## src/rtl/zeroheti_pkg.sv

```systemverilog
// zeroheti_pkg
//   Shared constants and helpers for the zeroheti OBI interconnect blocks.
//   ObiAddrWidth / ObiDataWidth : default OBI address and data widths
//   idx_width()                 : bits needed to index n items (at least 1)
package zeroheti_pkg;

   localparam int unsigned ObiAddrWidth = 32;
   localparam int unsigned ObiDataWidth = 32;

   function automatic int unsigned idx_width(input int unsigned n);
      return (n > 1) ? $clog2(n) : 1;
   endfunction

endpackage

```

## src/rtl/zeroheti_idx_fifo.sv

```systemverilog
// zeroheti_idx_fifo
//   In-order FIFO of manager indices for granted-but-unanswered transactions.
//   clk_i, rst_i : clock, asynchronous active-high reset
//   push_i       : write data_i (caller guarantees not full)
//   pop_i        : drop head entry (caller guarantees not empty)
//   data_i       : index to enqueue
//   data_o       : head index
//   full_o       : count == Depth
//   empty_o      : count == 0
//   count_o      : number of stored entries
module zeroheti_idx_fifo
   import zeroheti_pkg::*;
#(
   parameter int unsigned Depth = 2,
   parameter int unsigned Width = 2,
   localparam int unsigned CntW = $clog2(Depth + 1)
) (
   input  logic             clk_i,
   input  logic             rst_i,
   input  logic             push_i,
   input  logic             pop_i,
   input  logic [Width-1:0] data_i,
   output logic [Width-1:0] data_o,
   output logic             full_o,
   output logic             empty_o,
   output logic [CntW-1:0]  count_o
);

   localparam int unsigned PtrW = idx_width(Depth);

   logic [Width-1:0] mem_q [Depth];
   logic [PtrW-1:0]  wr_ptr_q;
   logic [PtrW-1:0]  rd_ptr_q;
   logic [CntW-1:0]  count_q;

   function automatic logic [PtrW-1:0] ptr_inc(input logic [PtrW-1:0] p);
      return (p == PtrW'(Depth - 1)) ? '0 : p + 1'b1;
   endfunction

   always_ff @(posedge clk_i or posedge rst_i) begin
      if (rst_i) begin
         for (int unsigned i = 0; i < Depth; i++) mem_q[i] <= '0;
         wr_ptr_q <= '0;
         rd_ptr_q <= '0;
         count_q  <= '0;
      end else begin
         if (push_i) begin
            mem_q[wr_ptr_q] <= data_i;
            wr_ptr_q        <= ptr_inc(wr_ptr_q);
         end
         if (pop_i) rd_ptr_q <= ptr_inc(rd_ptr_q);
         case ({push_i, pop_i})
            2'b10:   count_q <= count_q + 1'b1;
            2'b01:   count_q <= count_q - 1'b1;
            default: count_q <= count_q;
         endcase
      end
   end

   assign data_o  = mem_q[rd_ptr_q];
   assign full_o  = (count_q == CntW'(Depth));
   assign empty_o = (count_q == '0);
   assign count_o = count_q;

endmodule

```

## src/rtl/zeroheti_obi_arbiter.sv

```systemverilog
// zeroheti_obi_arbiter
//   N:1 round-robin OBI arbiter with request locking. Shares one subordinate
//   between NumMgr managers and routes in-order responses back to the issuer.
//   clk_i, rst_i       : clock, asynchronous active-high reset
//   mgr_req_i/gnt_o    : per-manager request / zero-cycle grant
//   mgr_addr_i/we_i/be_i/wdata_i : packed per-manager request payload
//   mgr_rvalid_o/err_o : response valid / error, to the issuing manager only
//   mgr_rdata_o        : subordinate read data broadcast to every slice
//   sbr_*              : single subordinate port
//   unexp_rsp_o        : sticky, response seen with nothing outstanding
module zeroheti_obi_arbiter
   import zeroheti_pkg::*;
#(
   parameter int unsigned NumMgr    = 3,
   parameter int unsigned AddrWidth = ObiAddrWidth,
   parameter int unsigned DataWidth = ObiDataWidth,
   parameter int unsigned MaxTrans  = 2
) (
   input  logic                              clk_i,
   input  logic                              rst_i,
   input  logic [NumMgr-1:0]                 mgr_req_i,
   output logic [NumMgr-1:0]                 mgr_gnt_o,
   input  logic [NumMgr*AddrWidth-1:0]       mgr_addr_i,
   input  logic [NumMgr-1:0]                 mgr_we_i,
   input  logic [NumMgr*(DataWidth/8)-1:0]   mgr_be_i,
   input  logic [NumMgr*DataWidth-1:0]       mgr_wdata_i,
   output logic [NumMgr-1:0]                 mgr_rvalid_o,
   output logic [NumMgr*DataWidth-1:0]       mgr_rdata_o,
   output logic [NumMgr-1:0]                 mgr_err_o,
   output logic                              sbr_req_o,
   input  logic                              sbr_gnt_i,
   output logic [AddrWidth-1:0]              sbr_addr_o,
   output logic                              sbr_we_o,
   output logic [DataWidth/8-1:0]            sbr_be_o,
   output logic [DataWidth-1:0]              sbr_wdata_o,
   input  logic                              sbr_rvalid_i,
   input  logic [DataWidth-1:0]              sbr_rdata_i,
   input  logic                              sbr_err_i,
   output logic                              unexp_rsp_o
);

   localparam int unsigned IdxW = idx_width(NumMgr);
   localparam int unsigned BeW  = DataWidth / 8;
   localparam int unsigned CntW = $clog2(MaxTrans + 1);

   logic [IdxW-1:0] rr_ptr_q;
   logic [IdxW-1:0] lock_idx_q;
   logic            lock_q;
   logic            unexp_q;
   logic [IdxW-1:0] sel;
   logic [IdxW-1:0] head;
   logic            fifo_full;
   logic            fifo_empty;
   logic [CntW-1:0] fifo_count;
   logic            hs;
   logic            rsp;
   logic            stray;

   // Locked request wins outright; otherwise first requester at or after rr_ptr.
   always_comb begin
      logic            found;
      int unsigned     cand;
      logic [IdxW-1:0] cand_idx;
      found    = 1'b0;
      cand     = 0;
      cand_idx = '0;
      sel      = lock_idx_q;
      if (!lock_q) begin
         sel = rr_ptr_q;
         for (int unsigned i = 0; i < NumMgr; i++) begin
            cand     = (32'(rr_ptr_q) + i) % NumMgr;
            cand_idx = IdxW'(cand);
            if (!found && mgr_req_i[cand_idx]) begin
               sel   = cand_idx;
               found = 1'b1;
            end
         end
      end
   end

   // Issue gated on the registered full flag only, so a same-cycle pop
   // never unblocks it combinationally.
   assign sbr_req_o = !rst_i && (|mgr_req_i) && !fifo_full;
   assign hs        = sbr_req_o && sbr_gnt_i;
   assign rsp       = sbr_rvalid_i && !fifo_empty;
   assign stray     = sbr_rvalid_i && (fifo_count == '0);

   always_comb begin
      sbr_addr_o  = '0;
      sbr_we_o    = 1'b0;
      sbr_be_o    = '0;
      sbr_wdata_o = '0;
      mgr_gnt_o   = '0;
      if (sbr_req_o) begin
         sbr_addr_o  = mgr_addr_i[32'(sel)*AddrWidth +: AddrWidth];
         sbr_we_o    = mgr_we_i[sel];
         sbr_be_o    = mgr_be_i[32'(sel)*BeW +: BeW];
         sbr_wdata_o = mgr_wdata_i[32'(sel)*DataWidth +: DataWidth];
      end
      if (hs) mgr_gnt_o[sel] = 1'b1;
   end

   always_comb begin
      mgr_rvalid_o = '0;
      mgr_err_o    = '0;
      if (rsp) begin
         mgr_rvalid_o[head] = 1'b1;
         mgr_err_o[head]    = sbr_err_i;
      end
   end

   assign mgr_rdata_o = rst_i ? '0 : {NumMgr{sbr_rdata_i}};
   assign unexp_rsp_o = unexp_q;

   always_ff @(posedge clk_i or posedge rst_i) begin
      if (rst_i) begin
         rr_ptr_q   <= '0;
         lock_q     <= 1'b0;
         lock_idx_q <= '0;
         unexp_q    <= 1'b0;
      end else begin
         // A stalled request holds the lock even if issue is blocked by a
         // full FIFO, since neither branch fires while sbr_req_o is low.
         if (hs) begin
            lock_q   <= 1'b0;
            rr_ptr_q <= IdxW'((32'(sel) + 1) % NumMgr);
         end else if (sbr_req_o) begin
            lock_q     <= 1'b1;
            lock_idx_q <= sel;
         end
         if (stray) unexp_q <= 1'b1;
      end
   end

   always_ff @(posedge clk_i) begin
      if (!rst_i) begin
         assert (!stray)
         else $warning("zeroheti_obi_arbiter: response with no outstanding transaction dropped");
      end
   end

   zeroheti_idx_fifo #(
      .Depth (MaxTrans),
      .Width (IdxW)
   ) u_idx_fifo (
      .clk_i   (clk_i),
      .rst_i   (rst_i),
      .push_i  (hs),
      .pop_i   (rsp),
      .data_i  (sel),
      .data_o  (head),
      .full_o  (fifo_full),
      .empty_o (fifo_empty),
      .count_o (fifo_count)
   );

endmodule

```

## config.mk

```make
export PLATFORM = sky130hd
export DESIGN_NAME = zeroheti_obi_arbiter
export DESIGN_NICKNAME = d
export VERILOG_FILES = /design/src/rtl/zeroheti_pkg.sv /design/src/rtl/zeroheti_idx_fifo.sv /design/src/rtl/zeroheti_obi_arbiter.sv
export SDC_FILE = /design/constraint.sdc
export NUM_CORES = 1
export LEC_CHECK = 0
export BUFFER_PORTS_ARGS = -buffer_cell sky130_fd_sc_hd__buf_4
export CORE_AREA = 2 2 167 169
export CTS_BUF_LIST = sky130_fd_sc_hd__clkbuf_2 sky130_fd_sc_hd__clkbuf_4 sky130_fd_sc_hd__clkbuf_8
export CTS_CLUSTER_DIAMETER = 40
export CTS_CLUSTER_SIZE = 12
export DETAILED_ROUTE_END_ITERATION = 16
export DIE_AREA = 0 0 169 171
export HOLD_SLACK_MARGIN = 0.05
export SLEW_MARGIN = 30
export SYNTH_ARGS = -nofsm -noshare
export SYNTH_HDL_FRONTEND = slang
export SYNTH_SLANG_ARGS = --single-unit
```

## constraint.sdc

```tcl
create_clock -name clk_i -period 3.7 [get_ports clk_i]
set_clock_uncertainty 0.2 [all_clocks]
set_input_delay 0.555 -clock clk_i [delete_from_list [all_inputs] [get_ports clk_i]]
set_output_delay 0.555 -clock clk_i [all_outputs]
set_load 0.05 [all_outputs]
```

* Yosys cells after proc, flatten, opt, wreduce, memory -nomap -nowiden
Index checks and enable logic that the tools add are counted. W data, S select, Z words.
Word-level totals: logic and storage cells 99, latch bits 0, memory bits (read-only) 0, bits in registers 14, memories 0, bits in writable memories 0, output and inout port bits 176
Operators by class: multiplexer cells 39, $add $sub $neg 7, reductions and logical operators 20, multipliers 0, $lt $le $gt $ge 10, equality and inequality tests 3, divide/modulo/power cells 4, bitwise operators 4, shift operators 3
Operators with widths (number):
- $shiftx A96 B8 Y32 | 2
- $mod A32 B2 Y32 const B | 3
- $mux W96 | 1
- $mux W32 | 2
- $mod A2 B2 Y32 const B | 1
- $mux W2 | 8
- $lt A2 B3 Y1 const B | 5
- $mux W1 | 15
- $shiftx A12 B5 Y4 | 1
- $logic_and A1 B1 Y1 | 10
- $mux W3 | 3
- $bmux W1 S2 | 4
- $add A2 B1 Y3 const B | 2
- $logic_not A1 Y1 | 5
- $bwmux W4 | 1
- $demux W1 S2 | 2
- $eq A2 B2 Y1 const B | 2
- $ge A2 B1 Y1 const B | 2
- $ge A2 B2 Y1 const B | 2
- $mux W4 | 1
- $not A1 Y2 | 2
- $pmux W2 S2 | 1
- $reduce_bool A2 Y1 | 2
- $add A2 B2 Y3 const B | 1
- other kinds (11) | 12

* Depth between registers and ports, before layout
depth after elaboration 18, depth in mapped cells 11, mapped depth without buffers 8

* Hierarchy
From an unflattened synthesis, not the netlist that was laid out.
Unflattened totals: cell total of the unflattened synthesis 531, area total of the unflattened synthesis 3518.4 µm²
By module, submodules not included:
- zeroheti_obi_arbiter | area each 3160.5 µm², times used 1, cells each 504
- zeroheti_idx_fifo | area each 357.8 µm², times used 1, cells each 27

* Worst setup path before layout
Ideal clock, no wire load.
path kind flip-flop to output port, start point register rr_ptr_q[0], end point output mgr_gnt_o[1], stages on the path, launching flop included 11, required time 2945 ps, path buffers 3, path slack -35 ps, arrival 2980 ps, cells stage by stage dfrtp_1 > inv_1 > ha_1 > clkbuf_2 > mux2i_1 > o221ai_1 > a2bb2oi_1 > o221a_2 > buf_4 > buf_2 > nor3_1
On the way: longest elaborated chain between the ends 18, elaborated cells between the ends (all ways) 29, classes of those cells 2 x add/sub; 3 x div; 2 x order compare; 17 x mux; 5 x reduce/logical
RTL lines:
- start: declaration | RTL line zeroheti_obi_arbiter.sv:46 | logic [IdxW-1:0] rr_ptr_q;
- start signal: assignment | RTL line zeroheti_obi_arbiter.sv:126 | rr_ptr_q <= IdxW'((32'(sel) + 1) % NumMgr);
- branches (longest 11 deep; another with $mod A32 B2 Y32)
- $mux W2 (*) | RTL line zeroheti_obi_arbiter.sv:73 | if (!found && mgr_req_i[cand_idx]) begin
- $mux W2 (*) | RTL line zeroheti_obi_arbiter.sv:68 | if (!lock_q) begin
- $lt A2 B3 Y1 (implied by the code) / $ge A2 B1 Y1 (equally long branches) | RTL line zeroheti_obi_arbiter.sv:100 | if (hs) mgr_gnt_o[sel] = 1'b1;
- $logic_and A1 B1 Y1 (implied by the code) | RTL line zeroheti_obi_arbiter.sv:100
- $mux W1 (implied by the code) | RTL line zeroheti_obi_arbiter.sv:100
- $demux W1 S2 (*) | RTL line zeroheti_obi_arbiter.sv:100
- $mux W3 (*) | RTL line zeroheti_obi_arbiter.sv:100
- end: declaration | RTL line zeroheti_obi_arbiter.sv:22 | output logic [NumMgr-1:0] mgr_gnt_o,
Every way passes the cells marked *. The select of a mux whose other input is x is not followed.

* Final worst setup path
start point register rr_ptr_q[0], end point output sbr_wdata_o[5]
On the way: longest elaborated chain between the ends 15, elaborated cells between the ends (all ways) 25, classes of those cells 2 x add/sub; 3 x div; 1 x shift; 15 x mux; 4 x reduce/logical
RTL lines:
- branches (longest 11 deep; another with $mod A32 B2 Y32)
- $mux W2 (*) | RTL line zeroheti_obi_arbiter.sv:73
- $mux W2 (*) | RTL line zeroheti_obi_arbiter.sv:68
- $shiftx A96 B8 Y32 (*) | RTL line zeroheti_obi_arbiter.sv:98 | sbr_wdata_o = mgr_wdata_i[32'(sel)*DataWidth +: DataWidth];
- $mux W32 (*) | RTL line zeroheti_obi_arbiter.sv:94 | if (sbr_req_o) begin
- end: declaration | RTL line zeroheti_obi_arbiter.sv:35 | output logic [DataWidth-1:0] sbr_wdata_o,
Marked as above.

==> results.py <==
metrics = {
    "run_status": {
        "outcome": "complete, no violations",
    },
    "finish": {
        "mostFrequentLayoutCells": "buf_4 (449), mux2i_1 (70), o2bb2ai_1 (63)",
        "n_fill_cell": 2994,
        "final_layout_size_suffix_gt1_share_pct": 66.4,
        "layout.nets": 996,
        "layout_commonest_cell": "buf_4",
        "syn_to_final_growth_pct": 115,
        "regArea_um2": 353,
        "multi_input_area_um2": 2230,
    },
    "clock_network": {
        "hold_buffers": 0,
        "clk_path_buf_depth": 2,
        "root_buffer": "clkbuf_8",
        "cts_buffers": 3,
        "cts.sinks": 14,
        "cts_tree": "yes",
        "htreeDepth": 1,
        "clk_latency_ps": 240,
        "cts.reportedPaths.clkPinSlew_ps": 50,
    },
    "timing": {
        "hold_viol_final": 0,
        "worst_pin_slew_ps": 552,
        "fin_crit_sh_pct": 96.7,
        "fmax_mhz": 279,
        "slew_headroom_pct": 63.1,
        "setup_ws_ps": 121,
        "drv_slew": 0,
        "period_needed_ps": 3580,
        "hold-worst-slack_ps": 258,
        "finalSetupViolations": 0,
    },
    "min_path": {
        "hold_path_class": "reg2reg",
        "hold_depth": 1,
    },
    "job": {
        "drv_cap": 0,
    },
    "critical_path": {
        "slowest_delay_ps": 430,
        "setup.worst_path.start_class": "register",
        "end_kind": "primary output",
        "worst_path_most_repeated_cell": "buf_4",
        "cp.buffers_inverters": 4,
        "worstPathRequired_ps": 2940,
        "slowest_stage": "dfrtp_2",
        "cp.depth": 11,
        "crit_type": "reg2out",
        "cp_max_fo": 11,
        "path_cells": "inv_2 > ha_4 > nand3b_1 > o211ai_1 > a2bb2oi_2 > o221a_4 > buf_12 > mux2i_2 > buf_4 > o2bb2ai_1 > buf_4",
        "critPathArrivalTime_ps": 2820,
        "worst_path_dominant_cell_family": "compound AO/OA/AOI/OAI gates",
        "ff2ff_path_depth": 11,
    },
    "detailed_routing": {
        "vias_per_cell": 3.97,
        "drtPass1Iterations": 4,
        "drc": 0,
        "wirelength_um": 19700,
        "drt-wirelength-per-cell_um": 18.0,
        "route.vias.total": 4331,
        "ant_nets": 0,
        "first_iter_violations": 174,
    },
    "place": {
        "dpl.hpwl_um": 16300,
        "gp_congestion": 0.818,
        "place_ws_ps": 50.5,
        "portBuffers": 422,
    },
    "global_route": {
        "grt_overflow": 0,
        "grt_usage_pct": 11.5,
        "antenna_found_initial": 2,
        "grt_pass1_wl_um": 25100,
        "grt_start_max_net_pins": 70,
        "grt_pass1_vias": 4048,
    },
    "die": {
        "fp.dieW_um": 169,
        "rows": 61,
        "die-area_um2": 28900,
        "core_area_um2": 27300,
        "num_io_pins": 423,
        "start_util_pct": 11.4,
        "die-height_um": 171,
    },
    "logic_synthesis": {
        "syn-num-nets": 622,
        "syn_area_um2": 3120,
        "synth_top_area_share_pct": 23.4,
        "synth_top_area_cell": "mux2i_1",
        "yosys-top-cells-area": "mux2i_1 (23%), o2bb2ai_1 (20%), buf_4 (17%), dfrtp_1 (11%), nor2b_1 (6.6%)",
        "ys_ff_latch": 14,
        "synth_seq_area_share_pct": 11.2,
        "yosys_warnings": 0,
        "synth_cell_types": 40,
        "synth_cells": 370,
        "syn_area_per_cell_um2": 8.43,
    },
    "pwr": {
        "power_switching_w": 0.00327,
        "swShare_pct": 58.8,
        "pwr-share-comb_pct": 92.5,
        "p_int_w": 0.00229,
        "power_density_nw_per_um2": 830,
        "p_leak_nw": 3.48,
        "seq_power_share_pct": 5.3,
        "p_clk_share_pct": 2.2,
        "ir_drop_v": 0.000376,
        "p_total_w": 0.00556,
    },
}
## logic make-up (layout without fill, tap and decap cells)
logic type	after synthesis	in the layout	share of synthesized area (%)
multiplexers	77	77	24.9
AND/OR/NAND/NOR	72	72	12.8
buffers and inverters	101	473	21.5
flip-flops	14	14	11.2
adder cells (fa/ha/maj)	5	5	2.01
other	0	2	0
XOR/XNOR	5	5	1.40
AO/OA/AOI/OAI	96	96	26.2
## power groups by stage
stage	registers, W	clock network [W]	logic, W
after global routing	0.000308	0.000136	0.00538
after detailed placement	0.000288	0	0.00465
after floorplan	0.000272	0	0.00319
final	0.000294	0.000123	0.00514
after global placement	0.000286	0	0.00463
after CTS	0.000287	0.000128	0.00472
## synthesized netlist by cell type (all sizes together)
cell type,number
a211o,2
a211oi,1
a21boi,1
a21o,2
a21oi,4
a2bb2oi,1
a32oi,1
and2,4
and3,1
and3b,1
buf,82
clkbuf,10
dfrtp,14
ha,5
inv,9
mux2,4
mux2i,73
nand2,10
nand2b,3
nand3,2
nand3b,2
nor2,9
nor2b,33
nor3,5
nor4,2
o2111ai,1
o211ai,2
o21a,1
o21ai,6
o221a,1
o221ai,2
o2bb2ai,70
o31ai,1
xnor2,4
xor2,1
## per-stage QoR
| step | instance area [µm²] | instances | TNS (ps) | util (%) |
|---|---|---|---|---|
| final | 6700 | 1090 | 0 | 24.5 |
| after CTS | 6400 | 1068 | -34.8 | 23.4 |
| after detailed placement | 6300 | 1064 | 0 | 23.1 |
| after floorplan | 3120 | 370 | 0 | - |
| after global routing | 6700 | 1089 | -340 | 24.5 |
| after global placement | 6300 | 1064 | 0 | 23.1 |
## worst register-to-register path, cell delays in order (launching register included)
cell and delay [ps]:
dfrtp_2 450, inv_2 90, ha_4 160, mux2i_2 240, buf_4 150, o21a_1 170, nor2_1 70, o221a_4 350
buf_4 160, buf_4 130, a211o_1 260, nand2_1 60
## routing by layer
layer	GRT usage (%)	up-vias	routed length (µm)
met5	0	-	0
met4	1.90	0	212
met3	2.43	14	1670
met2	22.3	296	10400
met1	13.0	1978	7360
li1	-	2043	-
## area by class of cell
type / instances / share of cell area, %
clock buffers: 3 / 0.616
flip-flops and latches: 14 / 5.27
diodes: 2 / 0.0747
inverters: 9 / 0.504
multi-input cells: 255 / 33.3
well taps: 346 / 6.46
repair buffers: 461 / 53.7
## path summary, 6_finish.rpt
path | start | to | slack [ps]
setup / recovery | rr_ptr_q[0] | sbr_wdata_o[5] | 120
hold / removal | unexp_rsp_o | unexp_rsp_o | 260
setup reg to reg | rr_ptr_q[1] | rr_ptr_q[0] | 1140
hold reg to reg | unexp_rsp_o | unexp_rsp_o | 260
max in group asynchronous | rst_i | rr_ptr_q[1] | 2560
min in group asynchronous | rst_i | lock_q | 340
## what timing repair did
item	in CTS	in global routing
pin swaps	1	9
resized for setup	6	19
cloned	1	4
setup buffers	0	16
setup endpoints to repair	69	69
## flip-flops by register name, indices dropped and copies added, names as in the netlist
| signal | cells |
|---|---|
| lock_idx_q | 2 |
| lock_q | 1 |
| rr_ptr_q | 2 |
| u_idx_fifo.count_o | 2 |
| u_idx_fifo.mem_q | 4 |
| u_idx_fifo.rd_ptr_q | 1 |
| u_idx_fifo.wr_ptr_q | 1 |
| unexp_rsp_o | 1 |
No activity file was read; power rests on OpenSTA's default activity.
